<file path="src/rtl/psram_pkg.sv">
// Shared types and constants for the PSRAM acquisition sequencer.
package psram_pkg;

  localparam int unsigned DEF_ADDR_W     = 23;
  localparam int unsigned DEF_PAGE_BYTES = 1024;

  // read_write command encodings seen by the psram driver
  localparam logic [1:0] CMD_NONE     = 2'd0;
  localparam logic [1:0] CMD_WRITE_RW = 2'd1;
  localparam logic [1:0] CMD_READ_RW  = 2'd2;

  typedef enum logic [2:0] {
    ST_IDLE,
    ST_ARM,
    ST_WR_ISSUE,
    ST_WR_BURST,
    ST_GAP,
    ST_FULL,
    ST_RD_ISSUE,
    ST_RD_WAIT
  } acq_state_t;

endpackage

</file>
<file path="src/rtl/psram_page_guard.sv">
// Flags a write pointer sitting on the last word of a page or on the final address.
module psram_page_guard
  import psram_pkg::*;
#(
  parameter int unsigned       ADDR_W     = DEF_ADDR_W,
  parameter int unsigned       ADDR_STEP  = 2,
  parameter int unsigned       PAGE_BYTES = DEF_PAGE_BYTES,
  parameter logic [ADDR_W-1:0] END_ADDR   = ADDR_W'(23'h7FFFFE)
) (
  input  logic [ADDR_W-1:0] ptr,
  output logic              last_in_page,
  output logic              at_end
);

  localparam logic [ADDR_W-1:0] PAGE_MASK = ADDR_W'(PAGE_BYTES - 1);
  localparam logic [ADDR_W-1:0] PAGE_LAST = ADDR_W'(PAGE_BYTES - ADDR_STEP);

  // pure decode of the pointer against page and capacity limits
  always_comb begin
    last_in_page = ((ptr & PAGE_MASK) == PAGE_LAST);
    at_end       = (ptr == END_ADDR);
  end

endmodule

</file>
<file path="src/rtl/psram_acq_ctrl.sv">
// Sequencer feeding sample-FIFO data into PSRAM as page-bounded burst writes,
// with single-word readback between acquisitions.
module psram_acq_ctrl
  import psram_pkg::*;
#(
  parameter int unsigned       ADDR_W     = DEF_ADDR_W,
  parameter int unsigned       ADDR_STEP  = 2,
  parameter int unsigned       PAGE_BYTES = DEF_PAGE_BYTES,
  parameter logic [ADDR_W-1:0] END_ADDR   = ADDR_W'(23'h7FFFFE),
  parameter int unsigned       GAP_CYCLES = 4
) (
  input  logic              clk_PSRAM,
  input  logic              rst,
  input  logic              qpi_on,
  input  logic              start_acq,
  input  logic              stop_acq,
  input  logic              fifo_empty,
  input  logic              next_write,
  input  logic              endcommand,
  input  logic              read_req,
  input  logic [ADDR_W-1:0] read_addr,
  output logic [ADDR_W-1:0] address,
  output logic [1:0]        read_write,
  output logic              quad_start,
  output logic              burst_mode,
  output logic              stop_acquisition,
  output logic [ADDR_W-1:0] wr_ptr,
  output logic              busy,
  output logic              full,
  output logic              rd_valid
);

  localparam int unsigned GAP_W = $clog2(GAP_CYCLES + 1);

  acq_state_t        state;
  logic [GAP_W-1:0]  gap_cnt;
  logic              wrote_end;
  logic              gap_after_read;
  logic [ADDR_W-1:0] wr_ptr_nxt;
  logic              nxt_last;
  logic              nxt_end;

  // pointer after this cycle's commit; holds at END_ADDR instead of wrapping
  always_comb begin
    wr_ptr_nxt = wr_ptr;
    if (state == ST_WR_BURST && next_write && wr_ptr != END_ADDR)
      wr_ptr_nxt = wr_ptr + ADDR_W'(ADDR_STEP);
  end

  // guard looks at the next pointer so stop_acquisition lines up with the
  // registered wr_ptr of the word currently being written
  psram_page_guard #(
    .ADDR_W    (ADDR_W),
    .ADDR_STEP (ADDR_STEP),
    .PAGE_BYTES(PAGE_BYTES),
    .END_ADDR  (END_ADDR)
  ) u_guard (
    .ptr         (wr_ptr_nxt),
    .last_in_page(nxt_last),
    .at_end      (nxt_end)
  );

  // acquisition / readback FSM with registered outputs
  always_ff @(posedge clk_PSRAM or posedge rst) begin
    if (rst) begin
      state            <= ST_IDLE;
      address          <= '0;
      read_write       <= CMD_NONE;
      quad_start       <= 1'b0;
      burst_mode       <= 1'b0;
      stop_acquisition <= 1'b0;
      wr_ptr           <= '0;
      busy             <= 1'b0;
      full             <= 1'b0;
      rd_valid         <= 1'b0;
      gap_cnt          <= '0;
      wrote_end        <= 1'b0;
      gap_after_read   <= 1'b0;
    end else begin
      quad_start <= 1'b0;
      rd_valid   <= 1'b0;
      case (state)
        ST_IDLE, ST_FULL: begin
          if (qpi_on && start_acq) begin
            wr_ptr     <= '0;
            wrote_end  <= 1'b0;
            full       <= 1'b0;
            burst_mode <= 1'b0;
            busy       <= 1'b1;
            state      <= ST_ARM;
          end else if (qpi_on && read_req) begin
            address    <= read_addr;
            read_write <= CMD_READ_RW;
            quad_start <= 1'b1;
            burst_mode <= 1'b0;
            busy       <= 1'b1;
            state      <= ST_RD_ISSUE;
          end
        end
        ST_ARM: begin
          if (stop_acq) begin
            burst_mode <= 1'b0;
            busy       <= 1'b0;
            state      <= ST_IDLE;
          end else if (!fifo_empty) begin
            address          <= wr_ptr;
            read_write       <= CMD_WRITE_RW;
            burst_mode       <= 1'b1;
            quad_start       <= 1'b1;
            stop_acquisition <= nxt_last || nxt_end;
            state            <= ST_WR_ISSUE;
          end
        end
        ST_WR_ISSUE: begin
          stop_acquisition <= nxt_last || nxt_end || stop_acq;
          state            <= ST_WR_BURST;
        end
        ST_WR_BURST: begin
          wr_ptr <= wr_ptr_nxt;
          if (next_write && wr_ptr == END_ADDR)
            wrote_end <= 1'b1;
          if (endcommand) begin
            read_write       <= CMD_NONE;
            stop_acquisition <= 1'b0;
            gap_cnt          <= '0;
            gap_after_read   <= 1'b0;
            state            <= ST_GAP;
          end else begin
            stop_acquisition <= nxt_last || nxt_end || stop_acq;
          end
        end
        ST_GAP: begin
          if (gap_cnt == GAP_W'(GAP_CYCLES - 1)) begin
            gap_cnt <= '0;
            if (gap_after_read) begin
              busy  <= 1'b0;
              state <= full ? ST_FULL : ST_IDLE;
            end else if (wrote_end) begin
              full       <= 1'b1;
              burst_mode <= 1'b0;
              busy       <= 1'b0;
              state      <= ST_FULL;
            end else if (stop_acq) begin
              burst_mode <= 1'b0;
              busy       <= 1'b0;
              state      <= ST_IDLE;
            end else begin
              state <= ST_ARM;
            end
          end else begin
            gap_cnt <= gap_cnt + 1'b1;
          end
        end
        ST_RD_ISSUE: begin
          state <= ST_RD_WAIT;
        end
        ST_RD_WAIT: begin
          if (endcommand) begin
            read_write     <= CMD_NONE;
            rd_valid       <= 1'b1;
            gap_cnt        <= '0;
            gap_after_read <= 1'b1;
            state          <= ST_GAP;
          end
        end
        default: state <= ST_IDLE;
      endcase
    end
  end

endmodule

</file>
<file path="config.mk">
export PLATFORM = sky130hd
export DESIGN_NAME = psram_acq_ctrl
export DESIGN_NICKNAME = d
export VERILOG_FILES = /design/src/rtl/psram_pkg.sv /design/src/rtl/psram_page_guard.sv /design/src/rtl/psram_acq_ctrl.sv
export SDC_FILE = /design/constraint.sdc
export NUM_CORES = 1
export LEC_CHECK = 0
export CORE_MARGIN = 1
export CORE_UTILIZATION = 25
export CTS_CLUSTER_DIAMETER = 200
export DETAILED_ROUTE_END_ITERATION = 8
export HOLD_SLACK_MARGIN = 0.03
export PLACE_DENSITY_LB_ADDON = 0.3
export SLEW_MARGIN = 15
export SYNTH_ARGS = -nofsm -noshare
export SYNTH_HDL_FRONTEND = slang
export SYNTH_SLANG_ARGS = --single-unit
</file>
<file path="constraint.sdc">
create_clock -name clk_PSRAM -period 5.8 [get_ports clk_PSRAM]
set_clock_uncertainty 0.2 [all_clocks]
set_input_delay 0.87 -clock clk_PSRAM [delete_from_list [all_inputs] [get_ports clk_PSRAM]]
set_output_delay 0.87 -clock clk_PSRAM [all_outputs]
set_load 0.01 [all_outputs]
</file>
* Word-level counts from Yosys, hierarchy flattened
Cells that the tools add are included.
** Operators by class
- Add/subtract/negate cells :: 2
- Mux-type cells :: 65
- Reductions and logical operators :: 29
- Eq/ne operators :: 27
** Operator list (count)
- $mux 23 :: 6
- $pmux 23 s2 :: 2
- $eq 23x23->1 const B :: 2
- $mux 3 :: 11
- $mux 1 :: 31
- $add 23x2->23 const B :: 1
- $ne 23x23->1 const B :: 1
- $ne 2x2->1 const B :: 10
- $pmux 3 s6 :: 1
- $eq 3x3->1 const B :: 4
- $reduce_and 3->1 :: 4
- $reduce_and 6->1 :: 2
- $eq 10x10->1 const B :: 1
- $mux 2 :: 5
- $reduce_and 5->1 :: 2
- $reduce_bool 2->1 :: 5
- $eq 3x2->1 const B :: 3
- $ne 3x3->1 const B :: 3
- $pmux 1 s3 :: 3
- $reduce_bool 3->1 :: 3
- $pmux 1 s2 :: 4
- $pmux 2 s3 :: 1
- $pmux 3 s2 :: 1
- $logic_and 1x1->1 :: 5
- 8 further kinds :: 12
** Word-level totals
- Logic and storage cells :: 136
- Input bits :: 32
- Flip-flop bits (word level) :: 62

* Longest topological paths before layout
Gate-level depths: netlist of run 1.
- Depth in word-level cells :: 9
- Mapped depth :: 7

* Modules after synthesis
From an unflattened synthesis of run 1, not the netlist that was laid out.
** Unflattened totals
- Cells, all modules :: 411
- Area total of the unflattened synthesis :: 3697.3 µm²
** Modules (own cells, without submodules)
- psram_acq_ctrl :: seq. area each 1526.5 µm², instances 1, area an instance 3634.7 µm², cells each 401
- psram_page_guard :: seq. area each 0.0 µm², instances 1, area an instance 62.6 µm², cells each 10

* Worst setup path before layout of run 1
OpenSTA, ideal clock, no wires.
- Kind :: in2reg
- Start :: input port next_write
- End :: register wr_ptr[20]
- Path slack :: 3.459 ns
- Library setup time :: 0.079 ns
- Stages :: 5
- Required time :: 5.521 ns
- Arrival time :: 2.061 ns
- Cell sequence :: nand4b_4 or4_4 nor3_2 and3_1 mux2i_1
** Between the ends
- Cells in the longest elaborated chain, start to end :: 4
** RTL lines
- start: declaration :: RTL line psram_acq_ctrl.sv:18 : input logic next_write,
- $logic_and 1x1->1 (2 in a row) :: RTL line psram_acq_ctrl.sv:46 : if (state == ST_WR_BURST && next_write && wr_ptr != END_ADDR)
- $mux 23 :: RTL line psram_acq_ctrl.sv:46
- $pmux 23 s2 :: RTL line psram_acq_ctrl.sv:82 : case (state)
- end signal: assignment :: RTL line psram_acq_ctrl.sv:119 : wr_ptr <= wr_ptr_nxt;
- end: declaration :: RTL line psram_acq_ctrl.sv:27 : output logic [ADDR_W-1:0] wr_ptr,
Every way passes these cells.
A chain may end at the register's enable or synchronous reset.

* Worst setup path after layout of run 1
- Start :: register state[2]
- End :: register wrote_end
** Between the ends
- Cells in the longest elaborated chain, start to end :: 4
** RTL lines
- start: declaration :: RTL line psram_acq_ctrl.sv:35 : acq_state_t state;
- start signal: assignment :: RTL line psram_acq_ctrl.sv:137 : state <= full ? ST_FULL : ST_IDLE;
- $eq 3x3->1 / $logic_not 3->1 (equally long branches) :: RTL line psram_acq_ctrl.sv:82
- $reduce_or 2->1 :: RTL line psram_acq_ctrl.sv:82
- $ne 2x2->1 (no line) / $reduce_bool 2->1 (equally long branches)
- $reduce_and 3->1 (no line)
- end signal: assignment :: RTL line psram_acq_ctrl.sv:77 : wrote_end <= 1'b0;
- end signal: assignment :: RTL line psram_acq_ctrl.sv:86 : wrote_end <= 1'b0;
- end signal: assignment :: RTL line psram_acq_ctrl.sv:121 : wrote_end <= 1'b1;
- end: declaration :: RTL line psram_acq_ctrl.sv:37 : logic wrote_end;
Parallel ways exist; a longest one is shown, timed or not.

==> results of run 1 <==
report_power, final:
group / internal [uW] / switching [uW]
combinational: 378 / 330
clock: 286 / 187
sequential: 550 / 130
metrics by stage:
stage	area (um^2)	util (%)	power (uW)	worst slack, ns
2_1_floorplan	3291	-	1081	3.217
3_3_place_gp	4274	33.60	1387	2.475
3_5_place_dp	4274	33.60	1394	2.411
4_1_cts	4534	35.64	1883	2.737
5_1_grt	4562	35.86	2007	2.561
6_report	4562	35.86	1861	2.909
final timing paths:
kind	start	end	slack, ns	cells after the start
setup / recovery	state[2]	wrote_end	2.91	4
hold / removal	read_write[1]	read_write[1]	0.29	1
setup reg to reg	state[2]	wrote_end	2.91	4
hold reg to reg	read_write[1]	read_write[1]	0.29	1
max in group asynchronous	rst	address[3]	3.98	3
min in group asynchronous	rst	full	0.88	3
cells by family (layout without fill, tap and decap cells):
family                   Yosys count  after routing  synth area share [%]
AO/OA/AOI/OAI                     74             74                 14.03
XOR/XNOR                           3              3                0.7986
adder cells (fa/ha/maj)            2              2                0.7603
buffers and inverters             25            109                 3.688
flip-flops                        61             61                 46.39
multiplexers                      39             39                 11.86
other                              1              1                0.1140
AND/OR/NAND/NOR                  139            139                 22.36
flip-flops by register name (all words and copies together), names as in the netlist, 2 cells and up:
register,count
state,3
wr_ptr,22
address,23
read_write,2
gap_cnt,3
per-layer routing:
layer	track usage, %	vias to the layer above
li1	-	1398
met1	17.62	1354
met2	22.13	71
met3	4.670	7
met4	4.051	0
met5	0	-
final cells by class:
| cell class | count | area, um^2 | area share (%) |
|---|---|---|---|
| Multi-Input combinational cell | 258 | 1654 | 36.26 |
| Sequential cell | 61 | 1526 | 33.46 |
| Timing Repair Buffer | 87 | 883.3 | 19.36 |
| Clock buffer | 11 | 232.7 | 5.101 |
| Tap cell | 172 | 215.2 | 4.717 |
| Clock inverter | 5 | 27.53 | 0.6034 |
| Inverter | 6 | 22.52 | 0.4937 |
cells in the mapped netlist (3+ instances only):
cell type	instances
a21o_1	3
buf_2	9
mux2i_1	39
nor2_1	34
a22o_1	3
nand3_1	16
a21oi_1	32
o21ai_0	14
nand2_1	40
xnor2_1	3
dfrtp_1	61
nor4_1	3
clkbuf_1	4
nand2b_1	3
nor2b_1	3
and3_1	6
nand4_1	7
o211ai_1	4
inv_1	6
nor3_1	6
buf_4	4
==> key figures, run 1 <==
Detailed routing
  • # DRC: 0
  • Met1 WL: 4.016 mm
  • Routed wl met3: 462 um
  • Initial DRC count: 207
  • Routed WL: 8.632 mm
  • Met2 routed WL: 4.087 mm
  • Wire per inst: 14.39 um
  • Top Metal Used: met4
  • Total vias in the final route: 2830
  • Avg Vias per Cell: 4.717
  • Post-DRT Antenna Nets: 0
  • Pre-antenna DRT Iters: 4

GRT
  • First-pass GRT wire length: 14.32 mm
  • Largest net degree at the start of global routing: 62
  • Initial antenna violation count: 0
  • Number of global-route vias before repair: 2816
  • GRT Util Overall: 13.80%
  • GR Overflow Total: 0

Worst setup path
  • Worst path slowest cell: nand3_1
  • Slowest cell delay on critical path: 0.80 ns
  • Critical Path Source Type: register
  • CP Data Arrival Time: 2.90 ns
  • Crit path kind: reg -> reg
  • Delay-heaviest family, CP: simple AND/OR/NAND/NOR gates
  • Crit path cell chain: nor2b_1, nor3_1, nand3_1, a22o_1
  • CP Max Fanout: 24
  • Critical Path Sink Type: register
  • Crit path buf inv count: 0
  • WP data required: 5.81 ns

Pwr
  • PD cells: 408.0 nW/um^2
  • Maximum vdd ir drop: 0.1489 mV
  • Leak pwr: 0.001860 uW

Timing
  • Final Slew Violations: 0
  • Hold WS: 0.2908 ns
  • RSZ-0062 raised after global routing: no
  • Fin crit share: 49.84%
  • Worst-margin pin slew: 0.9856 ns
  • Setup tns final: 0 ns
  • Slew margin rel.: 34.11%
  • Hold Vio Cnt, Final: 0
  • Setup violations, final: 0
  • Maximum clock rate: 345.9 MHz
  • Fin crit period: 2.891 ns

Clock tree
  • Num Clock Sinks: 61
  • CTS buffer count: 9
  • Longest Clk Path Bufs: 2
  • H-tree lvl count: 3
  • Clock latency on the worst-skew pair: 0.33 ns
  • Clock-pin slew on the worst setup and hold paths: 0.05 ns
  • Root Buffer: clkbuf_16
  • Hold-fix buffers, CTS: 0
  • Post CTS Setup Buffer Count: 0
  • CTS tree: done
  • # resized after CTS: 0

Final layout
  • Nets@finish: 457
  • Commonest non-fill, non-tap cell in the layout: clkdlybuf4s50_1
  • Fin cells: 600
  • Fraction of layout cells with a size suffix above 1: 7.009%
  • # diodes: 0
  • Fill cells: 1327
  • P&R area growth vs syn: 38.63%
  • Most frequent cells in the layout: clkdlybuf4s50_1 (84), dfrtp_1 (61), nand2_1 (40)

Die
  • Die ar.: 13630 um^2
  • I/O pin count: 86
  • Chip height: 116.7 um
  • Die X-Extent: 116.7 um
  • Core Area: 12720 um^2
  • Initial Util: 25.87%
  • Row count: 41

Placed design
  • GP Congestion: 0.8311
  • HPWL after DPL: 5.934 mm
  • Placed insts: 583
  • IO buf count: 84

Logic synthesis
  • Post-synthesis cell type count: 56
  • Top_reg_cell synth: dfrtp_1
  • Ys async rst share: 100.0%
  • Syn_area_per_cell: 9.566 um^2
  • Synth Register Bits: 61
  • Synth Instances: 344
  • Area leader, netlist: dfrtp_1
  • Post-synth EDFFs: 0
  • Post-Synthesis Cell Area: 3291 um^2
  • Post-synth top area share: 46.39%
  • Yosys warns: 0
  • Syn nets: 378
  • Top post-synthesis cells by area: dfrtp_1 (46%), mux2i_1 (12%), a21oi_1 (4.9%)
  • Sequential share of the synthesized area: 46.39%

Flow run
  • Maxcap violations: 0

Min path
  • Type of the most critical hold path: reg -> reg

Status
  • Run status: finished, final reports clean
Power figures use the tool's default switching activity.
==> run 2: changes to the inputs <==
==> constraint.sdc (replaced) <==
create_clock -name clk_PSRAM -period 2.9 [get_ports clk_PSRAM]
set_clock_uncertainty 0.2 [all_clocks]
set_input_delay 0.435 -clock clk_PSRAM [delete_from_list [all_inputs] [get_ports clk_PSRAM]]
set_output_delay 0.435 -clock clk_PSRAM [all_outputs]
set_load 0.01 [all_outputs]
==> key figures, run 2 (synthesized netlist as in run 1, its figures left out) <==
Placed design
  • IO buf count: 84 (unchanged)
  • HPWL after DPL: 6.169 mm (was 5.934 mm)
  • Placed instance area: 4367 um^2 (was 4274 um^2)
  • Placed insts: 592 (was 583)
  • GP Congestion: 0.8044 (was 0.8311)

Die
  • Die ar.: 13630 um^2 (unchanged)
  • Core Area: 12720 um^2 (unchanged)
  • I/O pin count: 86 (unchanged)
  • Die X-Extent: 116.7 um (unchanged)
  • Chip height: 116.7 um (unchanged)
  • Initial Util: 25.87% (unchanged)
  • Row count: 41 (unchanged)

Detailed routing
  • Wire per inst: 15.07 um (was 14.39 um)
  • Routed WL: 9.164 mm (was 8.632 mm)
  • Initial DRC count: 169 (was 207)
  • Pre-antenna DRT Iters: 4 (unchanged)
  • Avg Vias per Cell: 4.729 (was 4.717)
  • # DRC: 0 (unchanged)
  • Post-DRT Antenna Nets: 0 (unchanged)
  • Total vias in the final route: 2875 (was 2830)

Final layout
  • # diodes: 0 (unchanged)
  • FF+latch area: 1526 um^2 (unchanged)
  • Fraction of layout cells with a size suffix above 1: 8.945% (was 7.009%)
  • P&R area growth vs syn: 41.18% (was 38.63%)
  • Max reg flops: 23 (unchanged)
  • Biggest regs: address: 23 flops, wr_ptr: 22 flops (unchanged)
  • Combined area of the multi-input logic cells: 1654 um^2 (unchanged)
  • Reg with most FFs: address (unchanged)
  • Fin cells: 608 (was 600)
  • Most frequent cells in the layout: clkdlybuf4s50_1 (84), dfrtp_1 (61), nand2_1 (40) (unchanged)
  • Commonest non-fill, non-tap cell in the layout: clkdlybuf4s50_1 (unchanged)
  • Fill cells: 1333 (was 1327)
  • Nets@finish: 465 (was 457)
  • Cell area after layout: 4646 um^2 (was 4562 um^2)

Pwr
  • PD cells: 829.6 nW/um^2 (was 408.0 nW/um^2)
  • Leak pwr: 0.001912 uW (was 0.001860 uW)
  • Maximum vdd ir drop: 0.3266 mV (was 0.1489 mV)
  • Overall power consumption: 3854 uW (was 1861 uW)

Worst setup path
  • Slowest cell delay on critical path: 0.69 ns (was 0.80 ns)
  • Crit path cell chain: nand4b_4, or4_4, nor3_2, and3_1, mux2i_1 (was nor2b_1, nor3_1, nand3_1, a22o_1)
  • Worst path slowest cell: dfrtp_1 (was nand3_1)
  • Crit path kind: reg -> reg (unchanged)
  • WP data required: 2.96 ns (was 5.81 ns)
  • Reg2reg setup slack: 0.54 ns (was 2.91 ns)
  • Critical Path Source Type: register (unchanged)
  • CP Max Fanout: 15 (was 24)
  • CP Data Arrival Time: 2.42 ns (was 2.90 ns)
  • Worst r2r src: state[1] (was state[2])
  • Critical Path Sink Type: register (unchanged)
  • R2R cell count: 5 (was 4)
  • Worst r2r dst: wr_ptr[20] (was wrote_end)

Clock tree
  • CTS tree: done (unchanged)
  • CTS buffer count: 9 (unchanged)
  • Post CTS Setup Buffer Count: 0 (unchanged)
  • # resized after CTS: 0 (unchanged)
  • Longest Clk Path Bufs: 2 (unchanged)
  • Clock-pin slew on the worst setup and hold paths: 0.05 ns (about the same)
  • H-tree lvl count: 3 (unchanged)
  • Hold-fix buffers, CTS: 0 (unchanged)
  • Clock latency on the worst-skew pair: 0.33 ns (about the same)
  • Num Clock Sinks: 61 (unchanged)
  • Root Buffer: clkbuf_16 (unchanged)

Timing
  • Setup violations, final: 0 (unchanged)
  • Final Slew Violations: 0 (unchanged)
  • Fin crit share: 81.55% (was 49.84%)
  • Setup tns final: 0 ns (unchanged)
  • Hold Vio Cnt, Final: 0 (unchanged)
  • RSZ-0062 raised after global routing: no (unchanged)
  • Maximum clock rate: 422.8 MHz (was 345.9 MHz)
  • Slew margin rel.: 57.44% (was 34.11%)
  • Fin crit period: 2.365 ns (was 2.891 ns)
  • Worst-margin pin slew: 0.6372 ns (was 0.9856 ns)

GRT
  • Number of global-route vias before repair: 2936 (was 2816)
  • Initial antenna violation count: 0 (unchanged)
  • Largest net degree at the start of global routing: 62 (unchanged)
  • GR Overflow Total: 0 (unchanged)
  • First-pass GRT wire length: 15.21 mm (was 14.32 mm)
  • GRT Util Overall: 14.82% (was 13.80%)

Min path
  • Type of the most critical hold path: in -> async (was reg -> reg)

Status
  • Run status: finished, final reports clean (unchanged)

Flow run
  • Maxcap violations: 0 (unchanged)
==> run 2: how the worst max path moves through the flow <==
stage                    start    endpoint  slack, ns  depth (start not counted)
floorplan                  rst  address[0]       0.75                          1
global placement    next_write  wr_ptr[20]       0.36                          6
detailed placement  next_write  wr_ptr[20]       0.32                          6
CTS                   state[1]  wr_ptr[20]       0.53                          5
global route          state[1]  wr_ptr[20]       0.39                          5
finish                state[1]  wr_ptr[20]       0.54                          5
==> run 2: final cells by class <==
cell class                      instances  area share, %
Multi-Input combinational cell        258          35.60
Sequential cell                        61          32.86
Timing Repair Buffer                   95          20.41
Clock buffer                           12          5.521
Tap cell                              172          4.632
Clock inverter                          4         0.4848
Inverter                                6         0.4848
==> run 2: critical path: cells and delay by family (launching register included) <==
| family | cells | cell delay [ns] |
|---|---|---|
| muxes | 1 | 0.17 |
| and+or+nand+nor | 4 | 1.22 |
| DFF | 1 | 0.69 |
==> run 2: routing by layer <==
layer	up-vias	track usage [%]	wire (um)
met5	-	0	0
li1	1409	-	-
met3	10	4.100	467
met2	78	23.59	4258
met1	1378	19.16	4315
met4	0	5.570	122
==> run 2: where the power goes <==
part           leakage (uW)  total (uW)  switching [uW]  internal, uW
Sequential         0.000771        1310             213          1100
Clock              0.000138        1020             398           620
Combinational       0.00100        1520             731           790
==> run 2: stage by stage <==
stage | hold WS [ns] | setup WS, ns | utilization (%)
2_1_floorplan | 0.2630 | 0.7520 | -
3_3_place_gp | 0.2748 | 0.3604 | 34.32
3_5_place_dp | 0.2815 | 0.3215 | 34.32
4_1_cts | 0.2920 | 0.5309 | 36.52
5_1_grt | 0.3091 | 0.3865 | 36.52
6_report | 0.2840 | 0.5351 | 36.52
==> run 3: changes to the inputs <==
==> constraint.sdc (replaced) <==
create_clock -name clk_PSRAM -period 2.4 [get_ports clk_PSRAM]
set_clock_uncertainty 0.2 [all_clocks]
set_input_delay 0.36 -clock clk_PSRAM [delete_from_list [all_inputs] [get_ports clk_PSRAM]]
set_output_delay 0.36 -clock clk_PSRAM [all_outputs]
set_load 0.01 [all_outputs]
==> key figures, run 3 (synthesized netlist as in run 1, its figures left out) <==
Placed design
  • HPWL after DPL: 6.308 mm (was 6.169 mm)
  • Place WS: -0.07976 ns (was 0.3215 ns)
  • Placed insts: 615 (was 592)
  • IO buf count: 84 (unchanged)
  • GP Congestion: 0.7762 (was 0.8044)

Timing
  • Fin crit period: 2.120 ns
  • Setup tns final: 0 ns (unchanged)
  • Setup violations, final: 0 (unchanged)
  • Hold Vio Cnt, Final: 0 (unchanged)
  • Final Worst Setup Slack: 0.2803 ns (was 0.5351 ns)
  • Slew margin rel.: 63.17% (was 57.44%)
  • Fin crit share: 88.32%
  • Worst-margin pin slew: 0.5504 ns (was 0.6372 ns)
  • Final Slew Violations: 0 (unchanged)
  • RSZ-0062 raised after global routing: no (unchanged)
  • Maximum clock rate: 471.8 MHz

Clock tree
  • Clock latency on the worst-skew pair: 0.33 ns (about the same)
  • CTS tree: done (unchanged)
  • Longest Clk Path Bufs: 2 (unchanged)
  • Num Clock Sinks: 61 (unchanged)
  • Clock-pin slew on the worst setup and hold paths: 0.05 ns (about the same)
  • H-tree lvl count: 3 (unchanged)
  • CTS buffer count: 9 (unchanged)
  • # resized after CTS: 0 (unchanged)
  • Post CTS Setup Buffer Count: 0 (unchanged)
  • Root Buffer: clkbuf_16 (unchanged)

Final layout
  • Nets@finish: 489 (was 465)
  • Commonest non-fill, non-tap cell in the layout: clkdlybuf4s50_1 (unchanged)
  • # diodes: 0 (unchanged)
  • Biggest regs: address: 23 flops, wr_ptr: 22 flops (unchanged)
  • Fin cells: 631 (was 608)
  • Max reg flops: 23 (unchanged)
  • P&R area growth vs syn: 47.38% (was 41.18%)
  • Most frequent cells in the layout: clkdlybuf4s50_1 (84), dfrtp_1 (61), nand2_1 (40) (unchanged)
  • Post-layout util: 38.12% (was 36.52%)
  • Fraction of layout cells with a size suffix above 1: 13.51% (was 8.945%)
  • Reg with most FFs: address (unchanged)

Detailed routing
  • Post-DRT Antenna Nets: 0 (unchanged)
  • Initial DRC count: 193 (was 169)
  • Avg Vias per Cell: 4.715 (was 4.729)
  • Total vias in the final route: 2975 (was 2875)
  • Wire per inst: 14.41 um (was 15.07 um)
  • Pre-antenna DRT Iters: 4 (unchanged)
  • # DRC: 0 (unchanged)
  • Routed WL: 9.093 mm (was 9.164 mm)

Min path
  • Type of the most critical hold path: reg -> reg (was in -> async)

Die
  • Core Area: 12720 um^2 (unchanged)
  • Die ar.: 13630 um^2 (unchanged)
  • I/O pin count: 86 (unchanged)
  • Die X-Extent: 116.7 um (unchanged)
  • Row count: 41 (unchanged)
  • Chip height: 116.7 um (unchanged)
  • Initial Util: 25.87% (unchanged)

GRT
  • GRT Util Overall: 14.72% (was 14.82%)
  • Largest net degree at the start of global routing: 57 (was 62)
  • GR Overflow Total: 0 (unchanged)
  • First-pass GRT wire length: 15.08 mm (was 15.21 mm)
  • Initial antenna violation count: 0 (unchanged)
  • Number of global-route vias before repair: 2915 (was 2936)

Worst setup path
  • CP Data Arrival Time: 2.17 ns (was 2.42 ns)
  • Critical Path Source Type: input pin (was register)
  • WP data required: 2.45 ns (was 2.96 ns)
  • Crit path kind: in -> reg (was reg -> reg)
  • CP Max Fanout: 5 (was 15)
  • Critical Path Sink Type: register (unchanged)

Pwr
  • PD cells: 987.4 nW/um^2 (was 829.6 nW/um^2)
  • Overall power consumption: 4789 uW (was 3854 uW)
  • Maximum vdd ir drop: 0.4971 mV (was 0.3266 mV)
  • Leak pwr: 0.002046 uW (was 0.001912 uW)

Status
  • Run status: finished, final reports clean (unchanged)

Flow run
  • Maxcap violations: 0 (unchanged)
-- run 3: cell count changes in the layout (fill, tap and decap cells not counted), sizes merged --
cell | previous run | this run
buf | 11 | 34
bufinv | 0 | 1
clkbuf | 12 | 11
clkinv | 3 | 2
dlygate4sd3 | 0 | 1
-- run 3: routing by layer --
metal	up-vias	track usage, %	wire length (um)
met5	-	0	0
met4	0	4.895	113
met3	9	4.982	519
met2	90	24.02	4352
met1	1416	18.22	4108
li1	1460	-	-
-- run 3: through the flow --
stage | hold slack, ns | area, um^2
3_5_place_dp | 0.2896 | 4539
5_1_grt | 0.3251 | 4850
2_1_floorplan | 0.2570 | 3291
4_1_cts | 0.3073 | 4850
6_report | 0.2961 | 4850
3_3_place_gp | 0.2833 | 4539
-- run 3: path summary, 6_finish.rpt --
kind                               start  cells after the start  slack, ns       endpoint
max                           next_write                      6       0.28     wr_ptr[20]
min reg2reg                read_write[1]                      1       0.30  read_write[1]
max in group asynchronous            rst                      4       0.86      wr_ptr[2]
max reg2reg                    wr_ptr[1]                      5       0.33      wr_ptr[7]
min                        read_write[1]                      1       0.30  read_write[1]
min in group asynchronous            rst                      3       0.60           full
-- run 3: timing repair --
item	CTS	global route
hold buffers	1	0
hold endpoints to repair	1	0
setup endpoints to repair	0	0
-- run 3: where the power goes --
group	switching, uW	internal [uW]
Sequential	206	1330
Clock	466	850
Combinational	942	991
-- run 3: layout make-up --
class	count	area [um^2]
Tap cell	172	215.2
Fill cell	1331	7873
Inverter	6	22.52
Clock inverter	4	47.55
Clock buffer	11	252.7
Sequential cell	61	1526
Multi-Input combinational cell	258	1654
Timing Repair Buffer	119	1131
-- run 3: critical path, stage by stage --
cell             delay [ns]
clkdlybuf4s50_1        0.52
nand4b_4               0.12
or4_4                  0.60
nor3_2                 0.17
and3_1                 0.20
mux2i_1                0.19
